$ cat src/rtl/rf_port_arbiter_pkg.sv
// ----------------------------------------------------------------------------
// rf_port_arbiter_pkg
//   Shared constants and types for the register-file port arbiter.
//   - DATA_INDEX_LIMIT / REG_ADDR_INDEX_LIMIT: MSB index of a register word
//     and of a register address (32x32 register file).
//   - rfa_state_e: arbiter ownership state (2-bit encoding).
//   - rfa_req_id_e: requester identity, used for the round-robin history.
// ----------------------------------------------------------------------------
package rf_port_arbiter_pkg;

  localparam int DATA_INDEX_LIMIT     = 31;
  localparam int REG_ADDR_INDEX_LIMIT = 4;
  localparam int RF_DATA_WIDTH        = DATA_INDEX_LIMIT + 1;
  localparam int RF_ADDR_WIDTH        = REG_ADDR_INDEX_LIMIT + 1;
  localparam int RF_MAX_LOCK          = 8;

  typedef enum logic [1:0] {
    RFA_IDLE = 2'b00,
    RFA_OWN0 = 2'b01,
    RFA_OWN1 = 2'b10
  } rfa_state_e;

  typedef enum logic {
    REQ_WB  = 1'b0,   // requester 0: writeback unit
    REQ_SEQ = 1'b1    // requester 1: control/debug sequencer
  } rfa_req_id_e;

  // Ownership state entered when requester `id` takes a lock.
  function automatic rfa_state_e own_state(input rfa_req_id_e id);
    return (id == REQ_SEQ) ? RFA_OWN1 : RFA_OWN0;
  endfunction

endpackage

$ cat src/rtl/rf_port_arbiter_rr_arbiter_2.sv
// ----------------------------------------------------------------------------
// rr_arbiter_2
//   Combinational two-way round-robin pick.
//   Ports:
//     req        in  [1:0]  request vector, bit i = requester i
//     last_grant in         requester granted most recently
//     gnt        out [1:0]  one-hot (or zero) grant vector
//   A lone requester always wins; on a tie the requester that was not
//   granted last wins.
// ----------------------------------------------------------------------------
module rr_arbiter_2
  import rf_port_arbiter_pkg::*;
(
  input  logic [1:0]  req,
  input  rfa_req_id_e last_grant,
  output logic [1:0]  gnt
);

  always_comb begin
    // NOTE: every combinational output gets a default first so no path
    // through the case can leave it unassigned and infer a latch.
    gnt = 2'b00;
    case (req)
      2'b01:   gnt = 2'b01;
      2'b10:   gnt = 2'b10;
      2'b11:   gnt = (last_grant == REQ_WB) ? 2'b10 : 2'b01;
      default: gnt = 2'b00;
    endcase
  end

endmodule

$ cat src/rtl/rf_port_arbiter.sv
// ----------------------------------------------------------------------------
// rf_port_arbiter
//   Shares the single access port of a 32x32 register file (one write or one
//   dual read per cycle) between requester 0 (writeback) and requester 1
//   (control/debug sequencer). Round-robin arbitration with an optional
//   bounded lock (at most MAX_LOCK consecutive granted cycles).
//
//   Ports:
//     CLK, RST                 clock; synchronous active-low reset
//     REQ*, LOCK*, WE*         request, keep-ownership, write(1)/read(0)
//     ADDR_W*, DATA_W*         write address / data per requester
//     ADDR_R1_*, ADDR_R2_*     dual read addresses per requester
//     GNT*                     combinational grant, access happens this cycle
//     RVALID*, RDATA1_*/2_*    registered read response (1-cycle latency)
//     RF_READ, RF_WRITE        register file strobes
//     RF_ADDR_W/R1/R2          register file addresses
//     RF_DATA_W                register file write data
//     RF_DATA_R1, RF_DATA_R2   register file read data (sampled on reads)
// ----------------------------------------------------------------------------
module rf_port_arbiter
  import rf_port_arbiter_pkg::*;
#(
  parameter int DATA_WIDTH = RF_DATA_WIDTH,
  parameter int ADDR_WIDTH = RF_ADDR_WIDTH,
  parameter int MAX_LOCK   = RF_MAX_LOCK     // must be >= 2
) (
  input  logic                  CLK,
  input  logic                  RST,

  input  logic                  REQ0,
  input  logic                  REQ1,
  input  logic                  LOCK0,
  input  logic                  LOCK1,
  input  logic                  WE0,
  input  logic                  WE1,
  input  logic [ADDR_WIDTH-1:0] ADDR_W0,
  input  logic [ADDR_WIDTH-1:0] ADDR_W1,
  input  logic [DATA_WIDTH-1:0] DATA_W0,
  input  logic [DATA_WIDTH-1:0] DATA_W1,
  input  logic [ADDR_WIDTH-1:0] ADDR_R1_0,
  input  logic [ADDR_WIDTH-1:0] ADDR_R2_0,
  input  logic [ADDR_WIDTH-1:0] ADDR_R1_1,
  input  logic [ADDR_WIDTH-1:0] ADDR_R2_1,

  output logic                  GNT0,
  output logic                  GNT1,
  output logic                  RVALID0,
  output logic                  RVALID1,
  output logic [DATA_WIDTH-1:0] RDATA1_0,
  output logic [DATA_WIDTH-1:0] RDATA2_0,
  output logic [DATA_WIDTH-1:0] RDATA1_1,
  output logic [DATA_WIDTH-1:0] RDATA2_1,

  output logic                  RF_READ,
  output logic                  RF_WRITE,
  output logic [ADDR_WIDTH-1:0] RF_ADDR_W,
  output logic [ADDR_WIDTH-1:0] RF_ADDR_R1,
  output logic [ADDR_WIDTH-1:0] RF_ADDR_R2,
  output logic [DATA_WIDTH-1:0] RF_DATA_W,
  input  logic [DATA_WIDTH-1:0] RF_DATA_R1,
  input  logic [DATA_WIDTH-1:0] RF_DATA_R2
);

  // Counter holds 0..MAX_LOCK-1 granted cycles already spent in a lock.
  localparam int                CNT_W     = (MAX_LOCK > 2) ? $clog2(MAX_LOCK) : 1;
  localparam logic [CNT_W-1:0]  LOCK_LAST = CNT_W'(MAX_LOCK - 1);

  // --------------------------------------------------------------------------
  // State
  // --------------------------------------------------------------------------
  rfa_state_e             state_q,      state_d;
  rfa_req_id_e            last_grant_q, last_grant_d;
  logic [CNT_W-1:0]       lock_cnt_q,   lock_cnt_d;
  logic                   rvalid0_q,    rvalid0_d;
  logic                   rvalid1_q,    rvalid1_d;
  logic [DATA_WIDTH-1:0]  rdata1_0_q,   rdata1_0_d;
  logic [DATA_WIDTH-1:0]  rdata2_0_q,   rdata2_0_d;
  logic [DATA_WIDTH-1:0]  rdata1_1_q,   rdata1_1_d;
  logic [DATA_WIDTH-1:0]  rdata2_1_q,   rdata2_1_d;

  // --------------------------------------------------------------------------
  // Round-robin pick, only consulted in IDLE
  // --------------------------------------------------------------------------
  logic [1:0] rr_gnt;

  rr_arbiter_2 u_rr_arbiter_2 (
    .req        ({REQ1, REQ0}),
    .last_grant (last_grant_q),
    .gnt        (rr_gnt)
  );

  // --------------------------------------------------------------------------
  // Grant and next-state logic
  // --------------------------------------------------------------------------
  logic        gnt0, gnt1;
  logic        any_gnt;
  logic        gnt_lock;
  rfa_req_id_e gnt_id;

  always_comb begin
    gnt0         = 1'b0;
    gnt1         = 1'b0;
    state_d      = state_q;
    lock_cnt_d   = lock_cnt_q;
    last_grant_d = last_grant_q;

    // No access may be issued while reset is asserted.
    if (RST) begin
      case (state_q)
        RFA_IDLE: {gnt1, gnt0} = rr_gnt;
        RFA_OWN0: gnt0 = REQ0;
        RFA_OWN1: gnt1 = REQ1;
        default:  ;
      endcase
    end

    any_gnt  = gnt0 | gnt1;
    gnt_id   = gnt1 ? REQ_SEQ : REQ_WB;
    gnt_lock = gnt1 ? LOCK1 : LOCK0;

    if (any_gnt) begin
      last_grant_d = gnt_id;
      if (state_q == RFA_IDLE) begin
        if (gnt_lock) begin
          state_d    = own_state(gnt_id);
          lock_cnt_d = CNT_W'(1);
        end
      end else if (gnt_lock && (lock_cnt_q < LOCK_LAST)) begin
        lock_cnt_d = lock_cnt_q + CNT_W'(1);
      end else begin
        // Lock dropped, or the MAX_LOCK-th granted cycle: forced release.
        state_d    = RFA_IDLE;
        lock_cnt_d = '0;
      end
    end else if (state_q != RFA_IDLE) begin
      // Owner withdrew its request (or an unused encoding): release.
      state_d    = RFA_IDLE;
      lock_cnt_d = '0;
    end
  end

  // --------------------------------------------------------------------------
  // Register file port mux; all pins are zero when nobody is granted
  // --------------------------------------------------------------------------
  always_comb begin
    RF_READ    = 1'b0;
    RF_WRITE   = 1'b0;
    RF_ADDR_W  = '0;
    RF_ADDR_R1 = '0;
    RF_ADDR_R2 = '0;
    RF_DATA_W  = '0;

    if (gnt0) begin
      if (WE0) begin
        RF_WRITE  = 1'b1;
        RF_ADDR_W = ADDR_W0;
        RF_DATA_W = DATA_W0;
      end else begin
        RF_READ    = 1'b1;
        RF_ADDR_R1 = ADDR_R1_0;
        RF_ADDR_R2 = ADDR_R2_0;
      end
    end else if (gnt1) begin
      if (WE1) begin
        RF_WRITE  = 1'b1;
        RF_ADDR_W = ADDR_W1;
        RF_DATA_W = DATA_W1;
      end else begin
        RF_READ    = 1'b1;
        RF_ADDR_R1 = ADDR_R1_1;
        RF_ADDR_R2 = ADDR_R2_1;
      end
    end
  end

  // --------------------------------------------------------------------------
  // Read response capture: data sampled at the edge ending the read cycle
  // --------------------------------------------------------------------------
  always_comb begin
    rvalid0_d  = gnt0 & ~WE0;
    rvalid1_d  = gnt1 & ~WE1;
    rdata1_0_d = rvalid0_d ? RF_DATA_R1 : rdata1_0_q;
    rdata2_0_d = rvalid0_d ? RF_DATA_R2 : rdata2_0_q;
    rdata1_1_d = rvalid1_d ? RF_DATA_R1 : rdata1_1_q;
    rdata2_1_d = rvalid1_d ? RF_DATA_R2 : rdata2_1_q;
  end

  // --------------------------------------------------------------------------
  // Sequential state
  // --------------------------------------------------------------------------
  // NOTE: state uses non-blocking assignments so every flop samples the
  // pre-edge value of every other flop, independent of statement order.
  // NOTE: reset is synchronous (RST only sampled at the rising edge) and
  // aborts any lock and any pending response.
  always_ff @(posedge CLK) begin
    if (!RST) begin
      state_q      <= RFA_IDLE;
      last_grant_q <= REQ_SEQ;   // requester 0 wins the first tie
      lock_cnt_q   <= '0;
      rvalid0_q    <= 1'b0;
      rvalid1_q    <= 1'b0;
      rdata1_0_q   <= '0;
      rdata2_0_q   <= '0;
      rdata1_1_q   <= '0;
      rdata2_1_q   <= '0;
    end else begin
      state_q      <= state_d;
      last_grant_q <= last_grant_d;
      lock_cnt_q   <= lock_cnt_d;
      rvalid0_q    <= rvalid0_d;
      rvalid1_q    <= rvalid1_d;
      rdata1_0_q   <= rdata1_0_d;
      rdata2_0_q   <= rdata2_0_d;
      rdata1_1_q   <= rdata1_1_d;
      rdata2_1_q   <= rdata2_1_d;
    end
  end

  assign GNT0     = gnt0;
  assign GNT1     = gnt1;
  assign RVALID0  = rvalid0_q;
  assign RVALID1  = rvalid1_q;
  assign RDATA1_0 = rdata1_0_q;
  assign RDATA2_0 = rdata2_0_q;
  assign RDATA1_1 = rdata1_1_q;
  assign RDATA2_1 = rdata2_1_q;

endmodule

$ cat config.mk
export PLATFORM = sky130hd
export DESIGN_NAME = rf_port_arbiter
export DESIGN_NICKNAME = d
export VERILOG_FILES = /design/src/rtl/rf_port_arbiter_pkg.sv /design/src/rtl/rf_port_arbiter_rr_arbiter_2.sv /design/src/rtl/rf_port_arbiter.sv
export SDC_FILE = /design/constraint.sdc
export NUM_CORES = 1
export LEC_CHECK = 0
export CAP_MARGIN = 30
export CORE_AREA = 5 5 133 135
export CTS_BUF_LIST = sky130_fd_sc_hd__clkbuf_2 sky130_fd_sc_hd__clkbuf_4 sky130_fd_sc_hd__clkbuf_8
export DETAILED_ROUTE_END_ITERATION = 10
export DIE_AREA = 0 0 138 140
export GPL_TIMING_DRIVEN = 0
export MAX_ROUTING_LAYER = met4
export PLACE_DENSITY = 0.76
export SLEW_MARGIN = 20
export SYNTH_ARGS = -nofsm -noshare
export SYNTH_HDL_FRONTEND = slang
export SYNTH_SLANG_ARGS = --single-unit
$ cat constraint.sdc
create_clock -name CLK -period 6.2 [get_ports CLK]
set_input_delay 1.24 -clock CLK [delete_from_list [all_inputs] [get_ports CLK]]
set_output_delay 1.24 -clock CLK [all_outputs]
set_load 0.005 [all_outputs]
==> results of run 1 <==
[how the worst min path moves through the flow]
stage / from / endpoint / slack [ns] / cells past startpoint
floorplan: RDATA1_1[18]$_SDFFE_PN0P_ / RDATA1_1[18]$_SDFFE_PN0P_ / 0.45 / 2
global placement: RDATA2_1[19]$_SDFFE_PN0P_ / RDATA2_1[19]$_SDFFE_PN0P_ / 0.44 / 2
detailed placement: RDATA2_1[19]$_SDFFE_PN0P_ / RDATA2_1[19]$_SDFFE_PN0P_ / 0.45 / 2
CTS: RDATA2_1[19]$_SDFFE_PN0P_ / RDATA2_1[19]$_SDFFE_PN0P_ / 0.46 / 2
global route: RDATA2_0[9]$_SDFFE_PN0P_ / RDATA2_0[9]$_SDFFE_PN0P_ / 0.48 / 2
finish: RDATA2_0[9]$_SDFFE_PN0P_ / RDATA2_0[9]$_SDFFE_PN0P_ / 0.46 / 2
[cell families (layout without fill, tap and decap cells)]
| group | count (synthesis) | count (layout) |
|---|---|---|
| compound gates | 183 | 183 |
| flops | 136 | 136 |
| simple gates | 279 | 279 |
| buf+inv | 56 | 433 |
| fa+ha+maj | 1 | 1 |
[per-layer routing]
| metal | routed length [um] | vias to the layer above | global-route usage, % | part of all wire, % |
|---|---|---|---|---|
| li1 | - | 2913 | - | - |
| met3 | 1409 | 19 | 5.317 | 6.4 |
| met5 | 0 | - | - | 0 |
| met4 | 178 | 0 | 5.096 | 0.81 |
| met1 | 9725 | 2746 | 29.33 | 44 |
| met2 | 10800 | 212 | 36.56 | 49 |
[final cells by class]
class                   count  area (um2)
clock inverters            13       171.4
plain buffers              53       289.0
inverters                   3       11.26
repair buffers            345        3453
well taps                 220       275.3
clock buffers              19       255.2
flip-flops and latches    136        2723
fillers                  1508        6618
multi-input cells         463        2552
[registers in the layout (all words and copies together) (netlist names), 2 cells and up]
name and flops:
RDATA2_0 32, lock_cnt_q 3, RDATA1_1 32, RDATA1_0 32, state_q 2, RDATA2_1 32
[power breakdown]
| part | switching [mW] | internal [mW] | leakage, nW |
|---|---|---|---|
| clock | 0.361 | 0.417 | 0.210 |
| combinational | 0.122 | 0.206 | 2.16 |
| sequential | 0.0140 | 0.900 | 1.10 |
[through the flow]
step	power (mW)	setup WS (ns)	area [um2]	util (%)	hold WS, ns
5_1_grt	2.105	1.193	9731	59.52	0.4829
3_3_place_gp	1.259	1.346	9304	56.91	0.4404
2_1_floorplan	1.031	2.508	5575	-	0.4514
6_report	2.020	1.377	9731	59.52	0.4558
4_1_cts	2.039	1.334	9731	59.52	0.4590
3_5_place_dp	1.263	1.340	9304	56.91	0.4474
[layout by cell type (no fill, tap or decap), drive strengths merged, types with 3 or more instances in the layout]
| cell | count |
|---|---|
| clkdlybuf4s50 | 345 |
| nor2 | 3 |
| a21boi | 128 |
| a22o | 47 |
| clkbuf | 37 |
| bufinv | 3 |
| nand2 | 259 |
| dfxtp | 136 |
| inv | 4 |
| buf | 35 |
| clkinv | 7 |
| and2 | 3 |
| and3 | 3 |
[critical path, delay by kind of cell]
family | cells | cell delay [ns]
simple gates | 2 | 0.33
compound gates | 2 | 0.45
buf+inv | 5 | 1.54
==> summary.md, run 1 <==
Arrival time of data at the critical path endpoint: 3.58 ns. The cell area that synthesis handed to floorplanning was 0.005575 mm2. After Yosys synthesis, and, or, nand and nor cells account for 19.86% of the synthesized area.

Of all flip-flops after synthesis, the portion carrying an async set or reset was 0%. The floorplan die height is 140 um. The number of clock buffers added by TritonCTS is 17. The total negative slack was 0 ns.

The flow ran to the end, and the final reports show no timing, DRC or antenna violations. The setup-violating endpoint count in the final report was 0; the count of buffers from port buffering was 345. The synthesized netlist devotes 0% of its cell area to XOR and XNOR gates. The count of buffers added by post-CTS timing repair for setup was 0; the minimum clock period was 4.823 ns.

Net total in the final layout: 1186. Power spread over the standard cell area amounts to 207.5 mW/mm2. The count of synthesis-stage warnings from yosys was 0. For the number of primary I/O pins, the log shows 347. Counting cells, the worst reg-to-reg path comes to 8.

The first routing iteration left 225 violations. After the flow finishes, the layout carries non-filler instances totaling 1252. The routed layout has 5890 vias. The endpoint identified for the worst register-to-register timing path is RDATA1_0[0]$_SDFFE_PN0P_.

In the synthesized netlist, mux cells make up 0% of the area. The first-pass GRT wire length was 33720 um. The synthesized-area fraction occupied by ao, oa, aoi and oai cells was 25.70%. nand2_1 is the most common cell in the netlist. The static leakage is 3.474 nW. The top flip-flop cell by instance count after synthesis is dfxtp_1.

Setup repair after global routing left no endpoint under its margin. The first TritonRoute pass finished after 7 iterations. The portion of the clock cycle consumed by the worst path in the final layout came out at 77.79%.

In the final layout, the share of cells above drive strength 1 is 6.977%. Counting flops and latches in the post-synthesis netlist gives 136. IR analysis of the VDD net gives a maximum drop of 133.6 uV. Including well taps, the total number of placed cells is 1220. The routed wire length came out at 22110 um. STA classifies the critical path endpoint as an output port.

The floorplan has 47 rows. In this run the worst path has a maximum fanout of 10. For this run the aggregate overflow at the end of global routing stands at 0.

Clock transition at the register clock pins on the worst setup and hold paths after CTS: 0.07 ns. The run gives 0 as the post-route DRC violation count. The worst setup path is of the input port to output port kind. The min-delay analysis places its worst path in the category flop to flop. The max capacitance violation total was 0; the average size of a mapped cell was 8.512 um2.

For this design, the sink count on the clock tree is 136. After synthesis, the largest family of logic cells by area is compound AO/OA/AOI/OAI gates. The die width is 138 um. Traced cell by cell, the critical path runs through clkdlybuf4s50_1 -> nor2b_1 -> a21oi_2 -> nand2b_1 -> inv_2 -> buf_2 -> buf_2 -> a22o_1 -> clkdlybuf4s50_1. In this run the biggest area consumer among cell types represents 48.83% of the synthesized area. In this run the remaining antenna-violating nets after routing total 0.

STA classifies the critical path startpoint as an input port. After synthesis, the cell types taking the most area are dfxtp_1, nand2_1, a21boi_0. The timing startpoint of the critical path is REQ0.

No sink is reached through more buffers than the 2 on the longest clock path. Across every metal layer, demand over resource in global routing totals 22.74%. Yosys mapped the design onto 31 distinct sky130hd cell types.

The routability-driven placement congestion ratio was 0.9244; the post-synthesis sequential area ratio was 48.83%. Count of instances resized after the clock tree is built: 0. 0 antenna diodes ended up in the layout. The run gives 0.008818 ns as the final setup skew. In this run the standard cell core region covers 0.01635 mm2. For the via count of the first global-routing pass, the log shows 5748. The critical path required time is 4.96 ns, and the number of buffers inserted for hold repair after clock tree synthesis is 0. The HPWL after detailed placement is 17340 um. The adder-cell area share of the yosys netlist is 0.2244%, and the starting density of the core is 34.10%. In this run the critical register-to-register path is launched from state_q[1]$_SDFFE_PN0P_. For the synthesized instance count, the log shows 655. The endpoint of the worst setup timing path is RF_ADDR_R2[3]. Counting flops with a built-in enable in the synthesized netlist gives 0. Based on the critical path, the design can be clocked at up to 0.2073 GHz. The per-cell via count in the routed design came out at 4.704. The number of nets handed over by synthesis was 822. The number of antenna violations at the first check in global routing came out at 0.

The die footprint is 0.01932 mm2, and the reg2reg setup slack is 4.24 ns. Headroom to the max-slew limit: 64.69%. The synthesized design spends more area on one cell type than any other, namely dfxtp_1. The H-tree was split into 4 levels.

The cell sitting at the root of the clock tree is a clkbuf_8. After detailed routing, the average wire length per cell comes to 17.66 um. On the critical path, the stage with the largest delay is an instance of clkdlybuf4s50_1.

TritonCTS built the clock tree. Relative to the synthesized area, the layout overhead comes to 74.53%. Entering global routing, the biggest net connects 17 pins. The transition time at the pin with the least slew margin was 0.5296 ns.

By count the netlist is led by nand2_1, dfxtp_1, a21boi_0, a22o_1, buf_2. On the worst path, the slowest cell contributes a delay of 0.50 ns. At the later pin of the worst-skew pair, clock insertion delay measures 0.45 ns. The logs give 0 for the max-slew violation count and 0 for the final hold violation count.
Power figures use the tool's default switching activity.
==> inputs of run 2 (changes only) <==
CORE_AREA = 5 5 135 137   (was 5 5 133 135)
DIE_AREA = 0 0 140 142   (was 0 0 138 140)
PLACE_DENSITY = 0.77   (was 0.76)
clock period = 4.36 ns   (was 6.2 ns; I/O delays follow)
==> summary.md, run 2 (synthesis results as in run 1) <==
The depth of the worst register-to-register path is 8 (unchanged), and the met2 layer usage reported by global route is 33.86% (was 36.56%). Met3 track demand over resource: 5.746% (was 5.317%). Worst hold slack across all endpoints: 0.4566 ns (was 0.4558 ns).

The number of buffers inserted for hold repair after clock tree synthesis was 0 (unchanged). The most common cell after layout, fill and taps aside is clkdlybuf4s50_1 (unchanged). TritonCTS built the clock tree. The portion of total power attributed to combinational logic was 16.2% (about the same); the portion of the clock cycle consumed by the worst path in the final layout was 94.05%. Highest-utilization routing layer at the global route stage: met2 (unchanged).

The tools report the root buffer cell as clkbuf_8 (unchanged). The largest net degree at the start of global routing was 17 (unchanged); the routability-driven placement congestion ratio was 0.8377 (was 0.9244). The tools report the count of buffers added by post-CTS timing repair for setup as 0 (unchanged). The buffer levels on the longest clock path was 2 (unchanged). The run gives 311 (was 225) as the initial DRC count. The peak supply drop is 335.5 uV (was 133.6 uV), and the count of instances resized after the clock tree is built is 0 (unchanged). The floorplan die height was 142 um (was 140 um).

For the post-detailed-route count of antenna-violating nets, the log shows 0 (unchanged). The peak fanout along the critical path is 10 (unchanged), and the total negative slack is 0 ns (unchanged). The per-cell via count in the routed design came out at 4.651 (was 4.704).

The reg-to-reg startpoint was state_q[1]$_SDFFE_PN0P_ (unchanged). The max capacitance violation total is 0 (unchanged), and the part of the total power dissipated in sequential elements is 45.2% (was 45.3%). The path class of the lowest-slack min-delay path was flop to flop (unchanged). Setup repair after global routing left no endpoint under its margin.

Timing startpoint of the critical path: REQ0 (unchanged). The number of buffers inserted during clock tree synthesis is 17 (unchanged). The run gives 1186 (unchanged) as the net total in the final layout.

The headroom to the max-slew limit is 64.20% (was 64.69%), and the met1 track demand over resource is 27.37% (was 29.33%). Transition time at the pin with the least slew margin: 0.5370 ns (was 0.5296 ns). For the final hold violation count, the log shows 0 (unchanged). The run gives 2.40 ns (was 4.24 ns) as the reg2reg setup slack. The global-route usage over all layers came out at 21.32% (was 22.74%).

The tools report the type of destination of the critical path as an output port (unchanged). The arrival time of data at the critical path endpoint was 3.23 ns (was 3.58 ns); the routed wire length was 21510 um (was 22110 um). The power density relative to cell area is 295.3 mW/mm2 (was 207.5 mW/mm2), and the highest achievable clock rate is 0.2439 GHz. The number of antenna violations at the first check in global routing was 0 (unchanged); the first-pass iteration count of the detailed router was 7 (unchanged).

The routed via count was 5846 (was 5890); the post-route DRC violation count was 0 (unchanged). The clock network power share was 38.6% (was 38.5%); the static leakage was 3.470 nW (was 3.474 nW). The number of primary I/O pins is 347 (unchanged), and the power dissipated by switching net loads is 0.7225 mW (was 0.4966 mW).

The startpoint of the most critical hold path was RDATA2_0[13]$_SDFFE_PN0P_ (was RDATA2_0[9]$_SDFFE_PN0P_). The tools report the internal power as 2.152 mW (was 1.523 mW). The logs give 48 (was 47) for the number of placement rows and 0 (unchanged) for the setup-violating endpoint count in the final report. Average routed wire per standard cell: 17.11 um (was 17.66 um). The post-layout instance area came out at 0.009734 mm2 (was 0.009731 mm2).

The max-slew violation count was 0 (unchanged); the via count of the first global-routing pass was 5679 (was 5748). The die footprint was 0.01988 mm2 (was 0.01932 mm2). The destination of the worst register-to-register timing path is RDATA2_0[17]$_SDFFE_PN0P_ (was RDATA1_0[0]$_SDFFE_PN0P_). Area growth from synthesis to final layout: 74.60% (was 74.53%). The number of sinks on the clock net is 136 (unchanged). The flow ran to the end, and the final reports show no timing, DRC or antenna violations.

For the critical path required time, the log shows 3.49 ns (was 4.96 ns). The maximum level of the CTS H-tree is 4 (unchanged). The die width works out to 140 um (was 138 um). Starting density of the core: 32.92% (was 34.10%). Cell count of the worst hold path: 2 (unchanged).

Highest-count cells in the layout ignoring fill and taps: clkdlybuf4s50_1, nand2_1, dfxtp_1 (unchanged). For the cell area reported after detailed placement, the log shows 0.009310 mm2 (was 0.009304 mm2). The area inside the core boundary came out at 0.01694 mm2 (was 0.01635 mm2).

The tools report the type of origin of the critical path as an input port (unchanged). The source-to-sink clock delay at the later pin of the worst-skew pair was 0.44 ns (was 0.45 ns). The count of buffers from port buffering is 345 (unchanged). The tools report the endpoint of the worst setup timing path as RF_ADDR_R1[0] (was RF_ADDR_R2[3]). Category of the critical setup timing path: input port to output port (unchanged). Post-route worst setup slack: 0.2594 ns (was 1.377 ns). The HPWL after detailed placement is 16800 um (was 17340 um), and the share of post-route cells with drive strength above 1 is 6.977% (unchanged). The clock transition at the register clock pins on the worst setup and hold paths after CTS was 0.09 ns (was 0.07 ns); the residual overflow from global routing was 0 (unchanged).

The minimum clock period works out to 4.101 ns. The setup slack after placement was 0.1992 ns (was 1.340 ns); the switching portion of total power was 25.14% (was 24.59%). For the first-pass GRT wire length, the log shows 32400 um (was 33720 um). The run gives 0.01520 ns (was 0.008818 ns) as the final setup skew. The number of diodes was 0 (unchanged).
run 2: cell count changes in the layout (fill, tap and decap cells not counted):
cell / change
clkinv_4: -4
inv_6: +4
clkbuf_4: -1
clkbuf_8: -1
clkinvlp_4: +1
inv_8: +1
run 2: worst min path at each step:
| stage | endpoint | slack (ns) |
|---|---|---|
| finish | RDATA2_0[13]$_SDFFE_PN0P_ | 0.46 |
| global route | RDATA2_1[14]$_SDFFE_PN0P_ | 0.48 |
| CTS | RDATA2_0[13]$_SDFFE_PN0P_ | 0.46 |
| detailed placement | RDATA2_0[13]$_SDFFE_PN0P_ | 0.45 |
| global placement | RDATA2_0[13]$_SDFFE_PN0P_ | 0.44 |
| floorplan | RDATA1_1[18]$_SDFFE_PN0P_ | 0.45 |
run 2: through the flow:
| stage | power [mW] | cells | utilization (%) |
|---|---|---|---|
| after global routing | 2.993 | 1257 | 57.48 |
| after global placement | 1.790 | 1225 | 54.97 |
| after floorplan | 1.466 | 655 | - |
| final | 2.874 | 1257 | 57.48 |
| after detailed placement | 1.796 | 1225 | 54.97 |
| after CTS | 2.907 | 1257 | 57.48 |
run 2: cell type report:
type	count	area (um2)
sequential	136	2723
inverter	3	11.26
clock buffer	17	234.0
multi-input combinational	463	2552
fill	1577	7202
tap	225	281.5
timing repair buffer	345	3453
clock inverter	15	190.2
buffer	53	289.0
run 2: power by group through the flow:
| stage | registers [mW] | logic [mW] | clock network, mW |
|---|---|---|---|
| 6_report | 1.30 | 0.464 | 1.11 |
| 3_5_place_dp | 1.33 | 0.466 | 0 |
| 2_1_floorplan | 1.33 | 0.135 | 0 |
| 5_1_grt | 1.30 | 0.500 | 1.19 |
| 3_3_place_gp | 1.33 | 0.463 | 0 |
| 4_1_cts | 1.30 | 0.469 | 1.14 |
run 2: worst max-delay path, stage by stage:
cell and delay (ns):
clkdlybuf4s50_1 0.39, nor2b_1 0.17, a21oi_2 0.26, nand2b_1 0.16, inv_2 0.09, buf_2 0.24, buf_2 0.29, a22o_1 0.21
clkdlybuf4s50_1 0.53
run 2: routing by layer:
layer | up-vias | part of all wire [%]
met2 | 202 | 48
met5 | - | 0
met1 | 2715 | 45
met4 | 0 | 0.99
met3 | 14 | 6.2
li1 | 2915 | -
